===== src/rtl/uart_pkg.sv =====
// Shared types for the UART receive path: frame format, receiver states and per-frame status.
package uart_pkg;

  typedef enum logic [1:0] {
    PAR_NONE = 2'd0,
    PAR_EVEN = 2'd1,
    PAR_ODD  = 2'd2
  } parity_t;

  typedef enum logic [2:0] {
    ST_IDLE      = 3'd0,
    ST_START     = 3'd1,
    ST_DATA      = 3'd2,
    ST_PARITY    = 3'd3,
    ST_STOP      = 3'd4,
    ST_WAIT_IDLE = 3'd5
  } rx_state_t;

  typedef struct packed {
    logic frame_err;
    logic parity_err;
  } rx_status_t;

  // Parity bit a well-formed frame carries, given the XOR of its data bits.
  function automatic logic expected_parity(input parity_t mode, input logic data_xor);
    return (mode == PAR_ODD) ? ~data_xor : data_xor;
  endfunction

endpackage


===== src/rtl/sync_fifo.sv =====
// First-word-fall-through FIFO with occupancy count and pop-while-empty error pulse.
// Push while full is dropped unless a pop frees the slot in the same cycle.
module sync_fifo #(
  parameter int WIDTH = 8,
  parameter int DEPTH = 16
) (
  input  logic                     clk,
  input  logic                     rst,
  input  logic                     push,
  input  logic [WIDTH-1:0]         push_data,
  input  logic                     pop,
  output logic [WIDTH-1:0]         head_data,
  output logic                     empty,
  output logic                     full,
  output logic [$clog2(DEPTH):0]   level,
  output logic                     error
);

  localparam int AW = $clog2(DEPTH);

  logic [AW:0]      wr_ptr_q, wr_ptr_d;
  logic [AW:0]      rd_ptr_q, rd_ptr_d;
  logic             error_q, error_d;
  logic             do_push, do_pop;
  logic [WIDTH-1:0] mem_q [DEPTH];

  // Extra pointer MSB distinguishes full from empty when the index bits match.
  assign empty     = (wr_ptr_q == rd_ptr_q);
  assign full      = (wr_ptr_q[AW] != rd_ptr_q[AW]) && (wr_ptr_q[AW-1:0] == rd_ptr_q[AW-1:0]);
  assign level     = wr_ptr_q - rd_ptr_q;
  assign head_data = empty ? '0 : mem_q[rd_ptr_q[AW-1:0]];
  assign error     = error_q;

  always_comb begin
    do_pop   = pop && !empty;
    do_push  = push && (!full || do_pop);
    wr_ptr_d = wr_ptr_q + {{AW{1'b0}}, do_push};
    rd_ptr_d = rd_ptr_q + {{AW{1'b0}}, do_pop};
    error_d  = pop && empty;
  end

  always_ff @(posedge clk) begin
    if (!rst) begin
      wr_ptr_q <= '0;
      rd_ptr_q <= '0;
      error_q  <= 1'b0;
    end else begin
      wr_ptr_q <= wr_ptr_d;
      rd_ptr_q <= rd_ptr_d;
      error_q  <= error_d;
    end
  end

  always_ff @(posedge clk) begin
    if (do_push) begin
      mem_q[wr_ptr_q[AW-1:0]] <= push_data;
    end
  end

`ifndef SYNTHESIS
  a_error_from_empty_pop: assert property (@(posedge clk) disable iff (!rst)
    error |-> $past(pop && empty));
  a_level_bound: assert property (@(posedge clk) disable iff (!rst)
    level <= DEPTH);
`endif

endmodule


===== src/rtl/uart_rx_queue.sv =====
// UART receiver: two-flop rx synchroniser, mid-bit sampling frame FSM, and a FWFT queue of
// {frame_err, parity_err, data} entries with sticky overrun for frames lost while full.
module uart_rx_queue
  import uart_pkg::*;
#(
  parameter int      CLK_FREQ  = 12_000_000,
  parameter int      BAUD      = 9_600,
  parameter int      DATA_BITS = 8,
  parameter parity_t PARITY    = PAR_NONE,
  parameter int      DEPTH     = 16,
  parameter bit      DROP_BAD  = 1'b0
) (
  input  logic                       clk,
  input  logic                       rst,
  input  logic                       rx,
  input  logic                       pop_front,
  output logic [DATA_BITS-1:0]       data_out,
  output logic [1:0]                 status_out,
  output logic                       empty,
  output logic                       full,
  output logic [$clog2(DEPTH):0]     level,
  output logic                       overrun,
  input  logic                       clr_overrun,
  output logic                       error
);

  localparam int CPB = CLK_FREQ / BAUD;
  localparam int CW  = $clog2(CPB + 1);
  localparam int BW  = $clog2(DATA_BITS);
  localparam int EW  = DATA_BITS + 2;

  rx_state_t            state_q, state_d;
  logic                 rx_meta_q, rx_meta_d;
  logic                 rx_sync_q, rx_sync_d;
  logic                 rx_prev_q, rx_prev_d;
  logic [CW-1:0]        cnt_q, cnt_d;
  logic [BW-1:0]        bit_cnt_q, bit_cnt_d;
  logic [DATA_BITS-1:0] shift_q, shift_d;
  logic                 parity_err_q, parity_err_d;
  logic                 frame_err_q, frame_err_d;
  logic                 push_q, push_d;
  logic                 overrun_q, overrun_d;
  logic                 tick;
  logic                 frame_lost;
  rx_status_t           entry_status;
  logic [EW-1:0]        entry;
  logic [EW-1:0]        head;

  // Counter runs down to 1 and reloads a full bit period, so each tick lands mid-bit.
  assign tick = (cnt_q == CW'(1));

  always_comb begin
    rx_meta_d    = rx;
    rx_sync_d    = rx_meta_q;
    rx_prev_d    = rx_sync_q;
    state_d      = state_q;
    cnt_d        = tick ? CW'(CPB) : cnt_q - CW'(1);
    bit_cnt_d    = bit_cnt_q;
    shift_d      = shift_q;
    parity_err_d = parity_err_q;
    frame_err_d  = frame_err_q;
    push_d       = 1'b0;

    unique case (state_q)
      ST_IDLE: begin
        cnt_d = cnt_q;
        if (rx_prev_q && !rx_sync_q) begin
          state_d      = ST_START;
          cnt_d        = CW'(CPB / 2);
          bit_cnt_d    = '0;
          parity_err_d = 1'b0;
          frame_err_d  = 1'b0;
        end
      end
      ST_START: begin
        if (tick) state_d = rx_sync_q ? ST_IDLE : ST_DATA;
      end
      ST_DATA: begin
        if (tick) begin
          shift_d   = {rx_sync_q, shift_q[DATA_BITS-1:1]};
          bit_cnt_d = bit_cnt_q + BW'(1);
          if (bit_cnt_q == BW'(DATA_BITS - 1)) begin
            state_d = (PARITY == PAR_NONE) ? ST_STOP : ST_PARITY;
          end
        end
      end
      ST_PARITY: begin
        if (tick) begin
          parity_err_d = (rx_sync_q != expected_parity(PARITY, ^shift_q));
          state_d      = ST_STOP;
        end
      end
      ST_STOP: begin
        if (tick) begin
          frame_err_d = !rx_sync_q;
          push_d      = !(DROP_BAD && (!rx_sync_q || parity_err_q));
          state_d     = rx_sync_q ? ST_IDLE : ST_WAIT_IDLE;
        end
      end
      ST_WAIT_IDLE: begin
        cnt_d = cnt_q;
        if (rx_sync_q) state_d = ST_IDLE;
      end
      default: state_d = ST_IDLE;
    endcase
  end

  // A frame is lost only when the queue is full and no pop frees a slot this cycle.
  always_comb begin
    frame_lost = push_q && full && !(pop_front && !empty);
    overrun_d  = frame_lost || (overrun_q && !clr_overrun);
  end

  always_ff @(posedge clk) begin
    if (!rst) begin
      state_q      <= ST_IDLE;
      rx_meta_q    <= 1'b1;
      rx_sync_q    <= 1'b1;
      rx_prev_q    <= 1'b1;
      cnt_q        <= '0;
      bit_cnt_q    <= '0;
      shift_q      <= '0;
      parity_err_q <= 1'b0;
      frame_err_q  <= 1'b0;
      push_q       <= 1'b0;
      overrun_q    <= 1'b0;
    end else begin
      state_q      <= state_d;
      rx_meta_q    <= rx_meta_d;
      rx_sync_q    <= rx_sync_d;
      rx_prev_q    <= rx_prev_d;
      cnt_q        <= cnt_d;
      bit_cnt_q    <= bit_cnt_d;
      shift_q      <= shift_d;
      parity_err_q <= parity_err_d;
      frame_err_q  <= frame_err_d;
      push_q       <= push_d;
      overrun_q    <= overrun_d;
    end
  end

  assign entry_status = '{frame_err: frame_err_q, parity_err: parity_err_q};
  assign entry        = {entry_status, shift_q};

  sync_fifo #(
    .WIDTH (EW),
    .DEPTH (DEPTH)
  ) u_fifo (
    .clk       (clk),
    .rst       (rst),
    .push      (push_q),
    .push_data (entry),
    .pop       (pop_front),
    .head_data (head),
    .empty     (empty),
    .full      (full),
    .level     (level),
    .error     (error)
  );

  assign data_out   = head[DATA_BITS-1:0];
  assign status_out = head[EW-1:DATA_BITS];
  assign overrun    = overrun_q;

endmodule

===== config.mk =====
export PLATFORM = sky130hd
export DESIGN_NAME = uart_rx_queue
export DESIGN_NICKNAME = d
export VERILOG_FILES = /design/src/rtl/uart_pkg.sv /design/src/rtl/sync_fifo.sv /design/src/rtl/uart_rx_queue.sv
export SDC_FILE = /design/constraint.sdc
export NUM_CORES = 1
export LEC_CHECK = 0
export ABC_AREA = 1
export CAP_MARGIN = 20
export CELL_PAD_IN_SITES_DETAIL_PLACEMENT = 1
export CELL_PAD_IN_SITES_GLOBAL_PLACEMENT = 2
export CORE_MARGIN = 3
export CORE_UTILIZATION = 44
export CTS_CLUSTER_DIAMETER = 200
export DETAILED_ROUTE_END_ITERATION = 10
export GPL_TIMING_DRIVEN = 0
export PLACE_DENSITY_LB_ADDON = 0.1
export SYNTH_ARGS = -nofsm -noshare
export SYNTH_HDL_FRONTEND = slang
export SYNTH_SLANG_ARGS = --single-unit

===== constraint.sdc =====
create_clock -name clk -period 4 [get_ports clk]
set_clock_uncertainty 0.05 [all_clocks]
set_input_delay 1 -clock clk [delete_from_list [all_inputs] [get_ports clk]]
set_output_delay 1 -clock clk [all_outputs]
set_load 0.01 [all_outputs]

Word-level counts from Yosys, hierarchy flattened. Memory sizes are Yosys's and may differ from the RTL's. A register that Yosys moved wholly into a read port is not among the register bits. Cells that the tools add are included. W data, S select, Z words.

Bitwise logic cells: 1. $add $sub $neg: 5. Reduce and logical (&&, ||, !) cells: 27. Multiplexer cells: 26. Eq/ne operators: 18.

Operator list (number): $mux W3 (10); $mux W11 (2); $pmux W11 S2 (1); $pmux W3 S6 (1); $ne A2 B2 Y1 const B (7); $eq A11 B1 Y1 const B (1); $sub A11 B1 Y11 const B (1); $add A5 B1 Y5 (2); $mux W10 (1); $eq A3 B3 Y1 const B (3); $reduce_and A3 Y1 (3); $logic_and A1 B1 Y1 (8); $reduce_xor A8 Y1 (1); $reduce_and A7 Y1 (1); $eq A3 B2 Y1 const B (2); $mux W1 (6); $pmux W3 S2 (1); $reduce_and A2 Y1 (3); $reduce_bool A2 Y1 (3); $eq A5 B5 Y1 (1); $logic_not A1 Y1 (5); $sub A5 B5 Y5 (1); $eq A4 B4 Y1 (1); $mux W4 (1); other kinds (8) (11).

Memory bits (writable): 160. Bits in registers: 43. Memories: 1. Word-level logic and storage cells: 92. Output and inout bits: 19.

Memory list: u_fifo.mem_q (words 16, width 10, rd ports 1, clocked after memory_dff 1, wr ports 1, line sync_fifo.sv:25) `logic [WIDTH-1:0] mem_q [DEPTH];`.

Depth between registers and ports, before layout. Gate-level depths: netlist (run 1).

Depth after elaboration: 7. Gate-level depth with buffers: 14. Depth with buffers taken out: 12.

Cells and area by module. A second synthesis (run 1) with hierarchy kept.

Cells, all modules: 1019. Area, all modules: 9375.2 um^2.

By module, submodules not included: sync_fifo (times used 1, cells each 774, seq. area each 5024.8 um^2, area each 7648.6 um^2); uart_rx_queue (times used 1, cells each 245, seq. area each 640.6 um^2, area each 1726.7 um^2).

Least setup slack after synthesis (run 1). Ideal clock, no wire load.

Path kind: reg2out. Start point: register u_fifo.rd_ptr_q[1]. End point: output port data_out[1]. Required time: 2950 ps. Path slack: 1294 ps. Stages on the path, launching flop included: 9. Arrival time: 1656 ps. Buffers on the path: 3. Cell sequence: dfxtp_1 buf_4 clkinv_1 buf_2 ha_1 nand4_1 nor2_1 buf_2 a21oi_1.

Longest elaborated chain between the ends: 2.

Ends and longest elaborated chain: start: declaration (line sync_fifo.sv:22) `logic [AW:0] rd_ptr_q, rd_ptr_d;`; start signal: assignment (line sync_fifo.sv:49) `rd_ptr_q <= rd_ptr_d;`; $eq A5 B5 Y1 (line sync_fifo.sv:28) `assign empty = (wr_ptr_q == rd_ptr_q);`; named net empty (line uart_rx_queue.sv:19) `output logic empty,`; $mux W10 (line sync_fifo.sv:31) `assign head_data = empty ? '0 : mem_q[rd_ptr_q[AW-1:0]];`; end: declaration (line uart_rx_queue.sv:17) `output logic [DATA_BITS-1:0] data_out,`.

The timed path passes the listed nets, and every way through them passes these cells.

Final worst setup path (run 1).
Start point: register u_fifo.rd_ptr_q[3]. End point: output port empty.

Longest elaborated chain between the ends: 1.

Ends and longest elaborated chain (line): $eq A5 B5 Y1 (sync_fifo.sv:28); end: declaration (uart_rx_queue.sv:19).

Every way passes these cells.

==> flow_metrics.env, run 1 <==
export IMPL_clock_fmax_mhz=260.0
export IMPL_rr_startpoint="u_fifo.rd_ptr_q[3]$_SDFF_PN0_"
export IMPL_syn_to_final_growth_pct=16.54
export IMPL_grt_antenna_before_repair=0
export IMPL_initialDrtViolationCount=381
export IMPL_synth_area_per_cell_um2=10.56
export IMPL_setup_tns_ns=0
export IMPL_placed_area_um2=9215
export IMPL_setup_viol=0
export IMPL_port_buffers=23
export IMPL_cts_buffers=23
export IMPL_grt_first_pass_wirelength_um=36650
export IMPL_clkSinkCount=203
export IMPL_synth_cell_area_um2=8660
export IMPL_gp_congestion=0.8064
export IMPL_initial_core_util_pct=45.53
export IMPL_synth_area_top_cells="edfxtp_1 55%, dfxtp_1 9.9%, nor2_1 6.8%"
export IMPL_async_flop_share_pct=0
export IMPL_clock_latency_ns=0.49
export IMPL_detail_route_vias_per_cell=5.479
export IMPL_die_w_um=146.3
export IMPL_dieHeight_um=146.3
export IMPL_slew_violations=0
export IMPL_status="finished clean"
export IMPL_r2r_cells=11
export IMPL_yosysWarnings=0
export IMPL_grt_max_degree=21
export IMPL_required_ns=2.95
export IMPL_clk_pin_slew_ns=0.06
export IMPL_max_slew_worst_pin_slew_ns=1.089
export IMPL_drcViolationCount=0
export IMPL_netlist_instances=820
export IMPL_synth_distinct_cells=40
export IMPL_worstHoldStart="rx_meta_q$_SDFF_PN1_"
export IMPL_ir_worst_vdd_v=0.0002769
export IMPL_fin_nets=891
export IMPL_routed_top_layer="met4"
export IMPL_route_met2_wl_um=11390
export IMPL_grt_pass1_vias=6438
export IMPL_synthesis_nets=838
export IMPL_wirelength_um=23530
export IMPL_regToRegSetupSlack_ns=0.83
export IMPL_r2r_end="u_fifo.mem_q[11][7]$_DFFE_PP_"
export IMPL_finalHoldViolCount=0
export IMPL_worst_ep_arrival_time_ns=2.80
export IMPL_rsz0062_at_grt="false"
export IMPL_synth_top_area_share_pct=55.48
export IMPL_die_area_um2=21400
export IMPL_drive_gt1_share_pct=11.15
export IMPL_antenna_cells=0
export IMPL_dp_hpwl_um=15620
export IMPL_design_area_um2=10090
export IMPL_min_to="rx_prev_d$_SDFF_PN1_"
export IMPL_tritoncts="built"
export IMPL_ant_nets=0
export IMPL_vias=6290
export IMPL_synth_seq_cells=203
export IMPL_crit_type="reg2out"
export IMPL_worst_setup_path_start_kind="flip-flop"
export IMPL_p_per_area_nw_per_um2=531.9
export IMPL_track_usage_pct=21.97
export IMPL_synth_enable_flop_cells=160
export IMPL_clock_path_buffers=3
export IMPL_core_area_um2=19020
export IMPL_clockRootBuffer="clkbuf_16"
export IMPL_slew_limit_headroom_pct=27.10
export IMPL_power_leakage_nw=3.916
export IMPL_drt_pass1_iterations=4
export IMPL_fp_row_count=50
export IMPL_end_kind="primary output"
export IMPL_overflow=0
export IMPL_period_needed_ns=3.846
export IMPL_num_io_pins=24
export IMPL_final_period_utilization_pct=96.15
export IMPL_hold_class="reg2reg"
export IMPL_ys_seq_area_share_pct=65.42
export IMPL_route_met3_wl_um=1263
export IMPL_met1_length_um=10550
export IMPL_min_path_cells=1
export IMPL_synth_area_leader_cell="edfxtp_1"
export IMPL_htree_levels=1
export IMPL_path_max_fanout=10
export IMPL_maxCapViolations=0
export IMPL_synth_ff_type="edfxtp_1"
export IMPL_wl_per_cell_um=20.49
==> synth_stat cells, drive strengths merged (2+ instances only) <==
cell and n:
nor2 163, edfxtp 160, nand2 107, o21ai 107, inv 59, dfxtp 43
a21oi 31, nand3 30, o211ai 20, o22ai 20, clkbuf 19, buf 17
ha 12, xnor2 7, xor2 5, clkinv 3, a31oi 2, nand4 2
nor3 2, nor3b 2, nor4 2, or2 2
==> metal layers <==
metal | global-route usage [%] | vias up
met1 | 30.87 | 3156
met2 | 36.56 | 156
li1 | - | 2954
met3 | 3.321 | 24
met4 | 4.657 | 0
met5 | 0 | -
==> repair_timing <==
item / in CTS / in global routing
setup buffers: 1 / 1
hold buffers: 0 / 0
resized for setup: 11 / 17
setup endpoints to repair: 11 / 10
pin swaps: 0 / 5
==> kinds of logic (layout without fill, tap and decap cells) <==
logic type	count (synthesis)	count (layout)	synth area share, %
simple gates	312	312	15.21
flops	203	203	65.42
compound gates	182	182	11.52
buf+inv	98	166	4.667
fa+ha+maj	13	13	1.965
xor+xnor	12	12	1.214
==> sequential cells by signal (all words and copies together), names as in the netlist, 3 cells and up <==
signal and flops:
bit_cnt_q 3, cnt_q 11, shift_q 8, state_q 3
u_fifo.mem_q 160, u_fifo.rd_ptr_q 5, u_fifo.wr_ptr_q 5
==> worst max-delay path, stage by stage (launching register included) <==
cell and delay (ns):
dfxtp_1 0.35, inv_1 0.11, clkbuf_2 0.26, ha_1 0.42, nand4_1 0.18, nor2_4 0.18
buf_4 0.23, clkdlybuf4s50_1 0.56
==> final cells by class <==
| class | count | area (um2) |
|---|---|---|
| plain buffers | 36 | 202.7 |
| clock buffers | 31 | 635.6 |
| clock inverters | 9 | 131.4 |
| fillers | 2099 | 8926 |
| inverters | 62 | 232.7 |
| multi-input cells | 519 | 2618 |
| flip-flops and latches | 203 | 5667 |
| well taps | 260 | 325.3 |
| repair buffers | 28 | 280.3 |
==> per-stage QoR <==
stage	setup slack [ns]	total power (W)	utilization, %	cells	hold WS (ns)
2_1_floorplan	1.294	0.003078	-	820	0.3425
3_3_place_gp	0.2528	0.003271	48.45	1103	0.3495
3_5_place_dp	0.2173	0.003300	48.45	1103	0.3545
4_1_cts	0.0004730	0.005405	52.63	1144	0.3684
5_1_grt	0.004733	0.005653	53.07	1148	0.3933
6_report	0.1542	0.005368	53.07	1148	0.3636
==> placed cells by master, fill, tap and decap left out, drive strengths merged, types with 3 or more instances in the layout <==
master	Yosys	routed
buf	17	19
o211ai	20	20
nand3	30	30
clkdlybuf4s50	0	20
ha	12	12
o21ai	107	107
bufinv	0	3
nor2	163	163
clkinv	3	7
a21oi	31	31
inv	59	59
o22ai	20	20
clkbuf	19	53
xnor2	7	7
xor2	5	5
nand2	107	107
edfxtp	160	160
dfxtp	43	43
==> where the power goes <==
group / switching (W) / leakage, nW / internal, W
logic: 0.000532 / 1.55 / 0.000277
clock network: 0.000803 / 0.367 / 0.00131
registers: 0.000104 / 2.00 / 0.00235
==> how the worst max path moves through the flow <==
| stage | start | end | slack, ns | cells after the start |
|---|---|---|---|---|
| finish | u_fifo.rd_ptr_q[3]$_SDFF_PN0_ | empty | 0.15 | 7 |
| floorplan | u_fifo.rd_ptr_q[1]$_SDFF_PN0_ | data_out[1] | 1.29 | 8 |
| detailed placement | u_fifo.rd_ptr_q[3]$_SDFF_PN0_ | data_out[3] | 0.22 | 8 |
| CTS | u_fifo.rd_ptr_q[0]$_SDFF_PN0_ | data_out[0] | 0.0005 | 7 |
| global route | u_fifo.rd_ptr_q[1]$_SDFF_PN0_ | data_out[6] | 0.005 | 9 |
| global placement | u_fifo.rd_ptr_q[2]$_SDFF_PN0_ | data_out[1] | 0.25 | 8 |
Note: power is estimated with default switching activity, not from simulation.
==> run 2: changes to the inputs <==
- GPL_TIMING_DRIVEN: 0 -> default
- clock period: 4 -> 4.87 ns (I/O delays scaled with it)
==> flow_metrics.env, run 2 (synthesis gave the netlist of run 1 again) <==
export IMPL_setup_slack_ns=0.3593
export IMPL_setup_viol=0
export IMPL_worst_ep_arrival_time_ns=3.24
export IMPL_htree_levels=1
export IMPL_pre_cts_ws_ns=0.8924
export IMPL_clock_fmax_mhz=221.7
export IMPL_track_usage_pct=21.16
export IMPL_path_cells="inv_1 -> ha_1 -> nand4_1 -> nor2_1 -> buf_4 -> a21oi_1 -> clkdlybuf4s50_1"
export IMPL_critical_path_top_delay_family="buffers and inverters"
export IMPL_drcViolationCount=0
export IMPL_pwr_share_seq_pct=47.2
export IMPL_crit_type="reg2out"
export IMPL_detail_route_vias_per_cell=5.443
export IMPL_final_cell_mix="160 x edfxtp_1, 158 x nor2_1, 99 x o21ai_0, 99 x nand2_1, 53 x inv_1"
export IMPL_fin_nets=864
export IMPL_p_per_area_nw_per_um2=432.4
export IMPL_core_area_um2=19020
export IMPL_maxCapViolations=0
export IMPL_setup_tns_ns=0
export IMPL_clkSinkCount=203
export IMPL_grt_max_degree=49
export IMPL_p_sw_w=0.001170
export IMPL_clockRootBuffer="clkbuf_16"
export IMPL_wirelength_um=22840
export IMPL_die_w_um=146.3
export IMPL_pwr_share_comb_pct=15.1
export IMPL_overflow=0
export IMPL_worst_path_stages=7
export IMPL_die_area_um2=21400
export IMPL_r2r_cells=9
export IMPL_grt_first_pass_wirelength_um=35620
export IMPL_required_ns=3.60
export IMPL_slowest_delay_ns=0.67
export IMPL_port_buffers=23
export IMPL_worst_setup_path_start_kind="flip-flop"
export IMPL_vias=6107
export IMPL_clock_latency_ns=0.50
export IMPL_grt_antenna_before_repair=0
export IMPL_syn_to_final_growth_pct=14.17
export IMPL_min_path_cells=1
export IMPL_power_frac_clock_pct=37.7
export IMPL_period_needed_ns=4.511
export IMPL_rsz0062_at_grt="false"
export IMPL_grt_pass1_vias=6332
export IMPL_antenna_cells=0
export IMPL_drive_gt1_share_pct=8.701
export IMPL_end_kind="primary output"
export IMPL_largest_reg_flops=160
export IMPL_p_int_w=0.003105
export IMPL_max_slew_worst_pin_slew_ns=1.020
export IMPL_initial_core_util_pct=45.53
export IMPL_dp_hpwl_um=14850
export IMPL_drt_pass1_iterations=4
export IMPL_holdBufCountCts=0
export IMPL_initialDrtViolationCount=312
export IMPL_fp_row_count=50
export IMPL_hold_class="reg2reg"
export IMPL_tritoncts="built"
export IMPL_dieHeight_um=146.3
export IMPL_ir_worst_vdd_v=0.0002755
export IMPL_ant_nets=0
export IMPL_slew_limit_headroom_pct=31.75
export IMPL_power_leakage_nw=3.783
export IMPL_wl_per_cell_um=20.35
export IMPL_final_period_utilization_pct=92.62
export IMPL_slew_violations=0
export IMPL_p_sw_share_pct=27.38
export IMPL_path_buf_inv=3
export IMPL_path_max_fanout=15
export IMPL_cp_slowest_cell="dfxtp_1"
export IMPL_cts_buffers=22
export IMPL_cts_resized=0
export IMPL_gp_congestion=0.7719
export IMPL_clk_pin_slew_ns=0.06
export IMPL_num_io_pins=24
export IMPL_status="finished clean"
export IMPL_finalHoldViolCount=0
export IMPL_final_common_cell="edfxtp_1"
export IMPL_post_cts_buffers=0
export IMPL_clock_path_buffers=3
run 2: path summary, 6_finish.rpt:
| check | from | end | slack, ns |
|---|---|---|---|
| min reg2reg | rx_meta_q$_SDFF_PN1_ | rx_prev_d$_SDFF_PN1_ | 0.36 |
| max | u_fifo.rd_ptr_q[2]$_SDFF_PN0_ | status_out[0] | 0.36 |
| min | rx_meta_q$_SDFF_PN1_ | rx_prev_d$_SDFF_PN1_ | 0.36 |
| max reg2reg | u_fifo.rd_ptr_q[2]$_SDFF_PN0_ | u_fifo.mem_q[13][0]$_DFFE_PP_ | 1.47 |
run 2: through the flow:
stage               area (um2)  utilization (%)  hold WS (ns)  std cells  total power (W)
floorplan                 8660                -        0.3425        820         0.002528
global placement          9169            48.21        0.3462       1080         0.002668
detailed placement        9169            48.21        0.3531       1080         0.002703
CTS                       9872            51.91        0.3678       1120         0.004329
global route              9887            51.99        0.3785       1122         0.004493
finish                    9887            51.99        0.3639       1122         0.004275
run 2: per-layer routing:
layer / vias to the layer above / share of wire [%] / global-route usage (%)
met2: 120 / 46 / 34.48
met5: - / 0 / 0
met3: 32 / 4.4 / 3.352
li1: 2889 / - / -
met4: 0 / 2.1 / 5.174
met1: 3066 / 47 / 30.00
run 2: power groups by stage:
stage	Sequential, W	Clock (W)	Combinational, W
6_report	0.00202	0.00161	0.000647
5_1_grt	0.00203	0.00173	0.000740
4_1_cts	0.00202	0.00166	0.000655
3_5_place_dp	0.00205	0	0.000650
3_3_place_gp	0.00205	0	0.000621
2_1_floorplan	0.00202	0	0.000510
run 2: final cells by class:
class / count / area (um2)
multi-input cells: 519 / 2590
inverters: 62 / 232.7
well taps: 260 / 325.3
repair buffers: 38 / 367.9
clock inverters: 7 / 60.06
flip-flops and latches: 203 / 5668
fillers: 2114 / 9131
clock buffers: 33 / 643.1
==> run 3: changes to the inputs <==
- MAX_ROUTING_LAYER: default -> met4
- SKIP_CTS_REPAIR_TIMING: default -> 1
==> flow_metrics.env, run 3 (synthesis gave the netlist of run 1 again) <==
export IMPL_wl_per_cell_um=20.32
export IMPL_fillers=2114
export IMPL_cts_buffers=22
export IMPL_clkSinkCount=203
export IMPL_wirelength_um=22800
export IMPL_slew_limit_headroom_pct=31.02
export IMPL_clk_pin_slew_ns=0.06
export IMPL_dp_hpwl_um=14850
export IMPL_die_w_um=146.3
export IMPL_clock_fmax_mhz=223.8
export IMPL_final_common_cell="edfxtp_1"
export IMPL_end_kind="primary output"
export IMPL_grt_antenna_before_repair=0
export IMPL_overflow=0
export IMPL_finalNonFillerCells=1122
export IMPL_hold_class="reg2reg"
export IMPL_tritoncts="built"
export IMPL_power_leakage_nw=3.783
export IMPL_clockRootBuffer="clkbuf_16"
export IMPL_slew_violations=0
export IMPL_dieHeight_um=146.3
export IMPL_port_buffers=23
export IMPL_p_per_area_nw_per_um2=432.5
export IMPL_dpl_cell_count=1080
export IMPL_worst_setup_path_start_kind="flip-flop"
export IMPL_clock_latency_ns=0.50
export IMPL_gp_congestion=0.7823
export IMPL_pre_cts_ws_ns=0.8924
export IMPL_htree_levels=1
export IMPL_path_cells="inv_1 -> ha_1 -> nand4_1 -> nor2_1 -> buf_4 -> a21oi_1 -> clkdlybuf4s50_1"
export IMPL_grt_pass1_vias=6327
export IMPL_drcViolationCount=0
export IMPL_initialDrtViolationCount=339
export IMPL_design_area_um2=9887
export IMPL_die_area_um2=21400
export IMPL_maxCapViolations=0
export IMPL_core_area_um2=19020
export IMPL_fin_nets=864
export IMPL_final_period_utilization_pct=91.77
export IMPL_placed_area_um2=9169
export IMPL_finalHoldViolCount=0
export IMPL_drive_gt1_share_pct=8.701
export IMPL_vias=6094
export IMPL_drt_pass1_iterations=5
export IMPL_setup_slack_ns=0.4009
export IMPL_final_util_pct=51.99
export IMPL_slowest_delay_ns=0.65
export IMPL_ir_worst_vdd_v=0.0002756
export IMPL_clock_path_buffers=3
export IMPL_setup_tns_ns=0
export IMPL_period_needed_ns=4.469
export IMPL_largest_reg_flops=160
export IMPL_fp_row_count=50
export IMPL_path_max_fanout=15
export IMPL_detail_route_vias_per_cell=5.431
export IMPL_required_ns=3.60
export IMPL_setup_viol=0
export IMPL_grt_first_pass_wirelength_um=35620
export IMPL_max_slew_worst_pin_slew_ns=1.031
export IMPL_antenna_cells=0
export IMPL_syn_to_final_growth_pct=14.17
export IMPL_status="finished clean"
export IMPL_initial_core_util_pct=45.53
export IMPL_ant_nets=0
export IMPL_track_usage_pct=21.80
export IMPL_num_io_pins=24
export IMPL_cp_slowest_cell="dfxtp_1"
export IMPL_grt_max_degree=49
export IMPL_rsz0062_at_grt="false"
export IMPL_worst_ep_arrival_time_ns=3.20
export IMPL_final_cell_mix="160 x edfxtp_1, 158 x nor2_1, 99 x o21ai_0, 99 x nand2_1, 53 x inv_1"
export IMPL_crit_type="reg2out"
run 3: cell counts in the layout (fill, tap and decap cells not counted):
No cell type changed its count.
run 3: path summary, 6_finish.rpt:
| check | slack (ns) | depth (start not counted) | start | endpoint |
|---|---|---|---|---|
| worst min-delay path | 0.36 | 1 | rx_meta_q$_SDFF_PN1_ | rx_prev_d$_SDFF_PN1_ |
| worst max register to register | 1.49 | 9 | u_fifo.rd_ptr_q[2]$_SDFF_PN0_ | u_fifo.mem_q[13][0]$_DFFE_PP_ |
| worst max-delay path | 0.40 | 7 | u_fifo.rd_ptr_q[2]$_SDFF_PN0_ | status_out[0] |
| worst min register to register | 0.36 | 1 | rx_meta_q$_SDFF_PN1_ | rx_prev_d$_SDFF_PN1_ |
run 3: layer usage:
layer	vias up	global-route usage, %	wire [um]
met2	143	34.48	10500
met3	33	3.197	1099
met1	3029	30.10	10710
met4	0	5.174	483
met5	-	-	0
li1	2889	-	-
run 3: area by class of cell:
type                            count  area, um2  share of cell area [%]
Inverter                           62      232.7                   2.354
Multi-Input combinational cell    519       2590                   26.20
Timing Repair Buffer               38      367.9                   3.721
Clock inverter                      7      60.06                  0.6074
Tap cell                          260      325.3                   3.290
Clock buffer                       33      643.1                   6.505
Sequential cell                   203       5668                   57.33
run 3: where the power goes:
| part | internal, W | total (W) | leakage [nW] | switching, W |
|---|---|---|---|---|
| clock | 0.000963 | 0.00161 | 0.342 | 0.000649 |
| combinational | 0.000215 | 0.000647 | 1.44 | 0.000432 |
| sequential | 0.00193 | 0.00202 | 2.00 | 0.0000900 |
run 3: through the flow:
step / total power [W] / hold slack (ns)
2_1_floorplan: 0.002528 / 0.3425
3_3_place_gp: 0.002668 / 0.3462
3_5_place_dp: 0.002703 / 0.3531
4_1_cts: 0.004329 / 0.3678
5_1_grt: 0.004492 / 0.3785
6_report: 0.004276 / 0.3638
run 3: worst max-delay path: cells and delay by family (launching register included):
family | cells | cell delay [ns]
fa+ha+maj | 1 | 0.47
simple gates | 2 | 0.26
compound gates | 1 | 0.16
buf+inv | 3 | 1.15
flops | 1 | 0.65
